--- config.mk ---
export PLATFORM = sky130hd
export DESIGN_NAME = vic_mem_arbiter
export DESIGN_NICKNAME = d
export VERILOG_FILES = /design/src/rtl/vic_arb_pkg.sv /design/src/rtl/vic_arb_stats.sv /design/src/rtl/vic_mem_arbiter.sv
export SDC_FILE = /design/constraint.sdc
export NUM_CORES = 1
export LEC_CHECK = 0
export BUFFER_PORTS_ARGS = -buffer_cell sky130_fd_sc_hd__buf_4
export CORE_UTILIZATION = 45
export DETAILED_ROUTE_END_ITERATION = 10
export GPL_ROUTABILITY_DRIVEN = 0
export GPL_TIMING_DRIVEN = 0
export PLACE_DENSITY_LB_ADDON = 0.12
export SYNTH_ARGS = -nofsm -noshare
export SYNTH_HDL_FRONTEND = slang
export SYNTH_SLANG_ARGS = --single-unit
--- constraint.sdc ---
create_clock -name clk -period 2.4 [get_ports clk]
set_input_delay 0.12 -clock clk [delete_from_list [all_inputs] [get_ports clk]]
set_output_delay 0.12 -clock clk [all_outputs]
set_load 0.005 [all_outputs]
--- src/rtl/vic_arb_pkg.sv ---
// vic_arb_pkg: shared types for the video/CPU RAM arbiter.
// Holds the arbiter FSM states, the slot-owner tag and the default starve limit.
package vic_arb_pkg;

    typedef enum logic [1:0] {
        IDLE,
        DATA,
        ACK
    } arb_state_t;

    typedef enum logic [1:0] {
        NONE,
        VID,
        CPU
    } slot_owner_t;

    localparam int STARVE_LIMIT_DEF = 8;

endpackage

--- src/rtl/vic_arb_stats.sv ---
// vic_arb_stats: saturating arbitration counters (built only with ARB_STATS_EN).
// Ports: clk/reset, stat_clr (sync clear), win/stall/steal event strobes, three count outputs.
module vic_arb_stats
    import vic_arb_pkg::*;
(
    input  logic        clk,
    input  logic        reset,
    input  logic        stat_clr,
    input  logic        cpu_win,
    input  logic        stall,
    input  logic        steal,
    output logic [15:0] stat_cpu_grants,
    output logic [15:0] stat_stall,
    output logic [7:0]  stat_steals
);

    always_ff @(posedge clk or posedge reset) begin
        if (reset) begin
            stat_cpu_grants <= '0;
            stat_stall      <= '0;
            stat_steals     <= '0;
        end else if (stat_clr) begin
            stat_cpu_grants <= '0;
            stat_stall      <= '0;
            stat_steals     <= '0;
        end else begin
            if (cpu_win && stat_cpu_grants != '1)
                stat_cpu_grants <= stat_cpu_grants + 16'd1;
            if (stall && stat_stall != '1)
                stat_stall <= stat_stall + 16'd1;
            if (steal && stat_steals != '1)
                stat_steals <= stat_steals + 8'd1;
        end
    end

endmodule

--- src/rtl/vic_mem_arbiter.sv ---
// vic_mem_arbiter: shares one 1-cycle-latency byte RAM between video fetch (priority) and CPU.
// Ports: vid_* (read-only video slot), cpu_* (level req / ack pulse), mem_* (RAM side).
// Optional ARB_STATS_EN adds stat_clr and stat_cpu_grants/stat_stall/stat_steals.
module vic_mem_arbiter
    import vic_arb_pkg::*;
#(
    parameter int AW           = 16,
    parameter int STARVE_LIMIT = STARVE_LIMIT_DEF
)
(
    input  logic          clk,
    input  logic          reset,
    input  logic          vid_req,
    input  logic [AW-1:0] vid_addr,
    output logic [7:0]    vid_data,
    output logic          vid_valid,
    output logic          vid_miss,
    input  logic          cpu_req,
    input  logic          cpu_we,
    input  logic [AW-1:0] cpu_addr,
    input  logic [7:0]    cpu_wdata,
    output logic [7:0]    cpu_rdata,
    output logic          cpu_ack,
    output logic [AW-1:0] mem_addr,
    output logic          mem_we,
    output logic [7:0]    mem_wdata,
    input  logic [7:0]    mem_rdata
`ifdef ARB_STATS_EN
    ,
    input  logic          stat_clr,
    output logic [15:0]   stat_cpu_grants,
    output logic [15:0]   stat_stall,
    output logic [7:0]    stat_steals
`endif
);

    localparam int WW = $clog2(STARVE_LIMIT + 1);

    arb_state_t    state;
    arb_state_t    state_nx;
    slot_owner_t   owner;
    logic [WW-1:0] wait_cnt;
    logic [AW-1:0] last_addr;
    logic          starved;
    logic          cpu_win;
    logic          steal;

    assign starved  = (wait_cnt == WW'(STARVE_LIMIT));
    assign vid_data = mem_rdata;

    always_comb begin
        owner = NONE;
        if (state == IDLE && cpu_req && (!vid_req || starved))
            owner = CPU;
        else if (vid_req)
            owner = VID;
    end

    assign cpu_win = (owner == CPU);
    assign steal   = cpu_win && vid_req;

    // Idle bus keeps the previous address so the RAM sees no spurious toggling.
    always_comb begin
        mem_addr  = last_addr;
        mem_we    = 1'b0;
        mem_wdata = 8'h00;
        case (owner)
            CPU: begin
                mem_addr  = cpu_addr;
                mem_we    = cpu_we && !reset;
                mem_wdata = cpu_wdata;
            end
            VID: mem_addr = vid_addr;
            default: ;
        endcase
    end

    always_comb begin
        state_nx = state;
        unique case (state)
            IDLE: if (cpu_win) state_nx = cpu_we ? ACK : DATA;
            DATA: state_nx = ACK;
            ACK:  state_nx = IDLE;
            default: state_nx = IDLE;
        endcase
    end

    always_ff @(posedge clk or posedge reset) begin
        if (reset) begin
            state     <= IDLE;
            wait_cnt  <= '0;
            last_addr <= '0;
            vid_valid <= 1'b0;
            vid_miss  <= 1'b0;
            cpu_ack   <= 1'b0;
            cpu_rdata <= 8'h00;
        end else begin
            state     <= state_nx;
            last_addr <= mem_addr;
            vid_valid <= (owner == VID);
            vid_miss  <= steal;
            cpu_ack   <= (state_nx == ACK);
            if (state == DATA)
                cpu_rdata <= mem_rdata;
            // Counter only advances while the CPU is held off by video in IDLE.
            if (cpu_win || !cpu_req)
                wait_cnt <= '0;
            else if (state == IDLE && vid_req && !starved)
                wait_cnt <= wait_cnt + 1'b1;
        end
    end

`ifdef ARB_STATS_EN
    logic stall;
    assign stall = (state == IDLE) && cpu_req && !cpu_win;

    vic_arb_stats u_stats (
        .clk             (clk),
        .reset           (reset),
        .stat_clr        (stat_clr),
        .cpu_win         (cpu_win),
        .stall           (stall),
        .steal           (steal),
        .stat_cpu_grants (stat_cpu_grants),
        .stat_stall      (stat_stall),
        .stat_steals     (stat_steals)
    );
`endif

endmodule

==> flow_metrics.env <==
export IMPL_clk_latency_ns=0.28
export IMPL_seqPwrFrac_pct=43.0
export IMPL_numCtsBuffers=5
export IMPL_criticalPathCategory="register to output pin"
export IMPL_cts_tree="done"
export IMPL_grt_pass1_wl_um=6996
export IMPL_finalCritPeriodShare_pct=95.17
export IMPL_grt_pass1_vias=1609
export IMPL_avgRoutedWirePerCell_um=13.27
export IMPL_clk_pin_slew_worst_paths_ns=0.06
export IMPL_max_slew_margin_pct=52.62
export IMPL_syn_num_nets=223
export IMPL_reg2reg_slack_ns=0.56
export IMPL_synth_seq_cells=33
export IMPL_combPwrFrac_pct=27.8
export IMPL_numClockSinks=33
export IMPL_cts_htree_levels=2
export IMPL_crit_required_ns=2.28
export IMPL_status="complete, but fails checks"
export IMPL_synth_top_area_share_pct=45.74
export IMPL_die_area_um2=4269
export IMPL_power_share_clock_pct=29.1
export IMPL_ys_warn_count=0
export IMPL_reg2regPathDepth=5
export IMPL_fin_skew_ns=0.002293
export IMPL_dr_pass1_iters=4
export IMPL_arrival_ns=2.16
export IMPL_antenna_cells=0
export IMPL_finalPower_uw=1541
export IMPL_synth_top_area_cell="dfrtp_1"
export IMPL_grt_setup_unrepaired="no"
export IMPL_async_flop_share_pct=100.0
export IMPL_die_x_um=65.34
export IMPL_worst_hold_path_type="primary input to async pin"
export IMPL_fillCellCount=307
export IMPL_grt_start_max_net_pins=35
export IMPL_drive_gt1_share_pct=50.55
export IMPL_clk_path_buf_depth=2
export IMPL_holdWs_ns=-0.04396
export IMPL_numPortBuffers=95
export IMPL_postRouteAntennaNets=0
export IMPL_seq_area_frac_synth_pct=45.74
export IMPL_core_area_um2=3744
export IMPL_max_freq_mhz=437.8
export IMPL_clock_root_buffer="clkbuf_8"
export IMPL_ys_types=32
export IMPL_io_pins=97
export IMPL_finalSetupViolations=0
export IMPL_rows=22
export IMPL_die_h_um=65.34
export IMPL_reg2reg_from="state[0]"
export IMPL_hold_viol=33
export IMPL_rr_endpoint="last_addr[11]"
export IMPL_layout_cells_non_filler=319
export IMPL_holdBufCountCts=0
export IMPL_end_kind="output pin"
export IMPL_synth_flop_cell="dfrtp_1"
export IMPL_p_switching_uw=393.7
export IMPL_synth_edff_count=0
export IMPL_ys_top_cells_by_area="dfrtp_1 (46%), mux2i_1 (8.9%), a221oi_2 (7.5%)"
export IMPL_p_int_uw=1147
export IMPL_fin_setup_tns_ns=0
export IMPL_violations="hold timing"
export IMPL_vias_per_cell=5.022
export IMPL_dp_cells=311
export IMPL_drc=0
export IMPL_synthCells=168
export IMPL_tightest_slew_ns=0.7108
export IMPL_initial_utilization_pct=48.23
export IMPL_maxCapViolCount=0
export IMPL_max_stage_delay_ns=0.39
export IMPL_drt_wl_total_um=4232
export IMPL_drt_iter0_drc=94
export IMPL_syn_area_um2=1805
export IMPL_vias=1602
export IMPL_track_usage_pct=21.53
export IMPL_period_minus_slack_ns=2.284
export IMPL_antenna_found_initial=0
export IMPL_avgSynthCellArea_um2=10.75
export IMPL_worstPathCellList="or3b_1, buf_6, buf_2, mux2i_1, a221oi_1, buf_4"
export IMPL_slew_viol_final=0
export IMPL_worstSetupStartpointType="register"
export IMPL_ir_drop_mv=0.4391
export IMPL_area_growth_pct=48.86
export IMPL_synth_common_cells="dfrtp_1 (33), inv_1 (20), nor3_1 (17)"
export IMPL_sw_frac_of_total_pct=25.55
export IMPL_crit_slowest_cell="dfrtp_1"
export IMPL_hpwl_um=3248
export IMPL_power_density_nw_per_um2=573.4
export IMPL_leakage_uw=0.001371
export IMPL_fin_nets=325
export IMPL_gr_total_overflow=0
export IMPL_worstPathMaxFanout=10
export IMPL_synth_most_common_cell="dfrtp_1"
logic make-up (layout without fill, tap and decap cells):
family	count (synthesis)	after routing	share of synthesized area (%)
mux	24	24	13.86
flops	33	33	45.74
simple gates	42	42	13.17
fa+ha+maj	2	2	1.386
buf+inv	41	144	11.57
compound gates	26	26	14.28
power groups by stage:
stage / logic, uW / registers (uW) / clock network, uW
finish: 429 / 663 / 449
global route: 467 / 671 / 487
CTS: 435 / 663 / 465
detailed placement: 434 / 672 / 0
global placement: 425 / 669 / 0
floorplan: 197 / 672 / 0
cell usage in the layout, fill, tap and decap left out, types with 2 or more instances in the layout:
master / netlist / final
dfrtp_1: 33 / 33
mux2_2: 8 / 8
nand2_1: 3 / 3
a21oi_1: 4 / 4
buf_6: 3 / 3
a221oi_1: 7 / 6
mux2i_1: 16 / 16
nand4_1: 3 / 3
buf_4: 8 / 103
clkbuf_1: 5 / 4
a21o_1: 2 / 2
nor2b_1: 3 / 3
clkbuf_8: 0 / 7
buf_2: 2 / 2
ha_1: 2 / 2
inv_1: 20 / 19
a221oi_2: 9 / 10
nor3_1: 17 / 17
buf_1: 2 / 2
and2_1: 8 / 8
layout make-up:
type	instances	area [um^2]	area share, %
timing repair buffer	95	713.2	26.54
clock buffer	7	96.34	3.585
buffer	20	131.4	4.888
multi-input combinational	94	777.0	28.91
clock inverter	1	5.005	0.1862
inverter	21	78.83	2.933
tap	48	60.06	2.235
sequential	33	825.8	30.73
stage by stage:
step	hold slack [ns]	util (%)	instance area (um^2)	worst slack (ns)
2_1_floorplan	0.1856	-	1805	0.6632
3_3_place_gp	0.2996	68.88	2579	0.4135
3_5_place_dp	0.3043	68.88	2579	0.4223
4_1_cts	0.001917	71.59	2680	0.1101
5_1_grt	0.006346	71.79	2688	0.02191
6_report	-0.04396	71.79	2688	0.1160
worst max-delay path: cells and delay by family, from the launching register on:
kind	cells	cell delay (ns)
muxes	1	0.15
DFF	1	0.39
AOI/OAI and AO/OA	1	0.39
buffers and inverters	3	0.56
and+or+nand+nor	1	0.39
how the worst max path moves through the flow:
stage             start      endpoint  slack, ns  cells after the start
3_3_place_gp   state[0]   mem_addr[5]       0.41                      6
2_1_floorplan  state[0]   mem_addr[0]       0.66                      6
3_5_place_dp   state[0]   mem_addr[9]       0.42                      6
4_1_cts        state[0]   mem_addr[9]       0.11                      6
6_report       state[0]  mem_addr[11]       0.12                      6
5_1_grt        state[0]  mem_addr[11]       0.02                      6
layer usage:
| metal | wire length (um) | GRT usage, % | vias up |
|---|---|---|---|
| li1 | - | - | 789 |
| met1 | 1803 | 24.61 | 738 |
| met2 | 2044 | 37.24 | 69 |
| met3 | 328 | 6.597 | 6 |
| met4 | 55 | 8.424 | 0 |
| met5 | 0 | 0 | - |
registers in the layout, summed over array words and instances, names as in the netlist:
signal,count
last_addr,16
cpu_rdata,8
wait_cnt,4
state,2
cpu_ack,1
vid_miss,1
vid_valid,1
what timing repair did:
action / 4_1_cts / 5_1_grt
resized for setup: 0 / 3
setup buffers: 0 / 0
setup endpoints to repair: 0 / 6
Note: power is estimated with default switching activity, not from simulation.
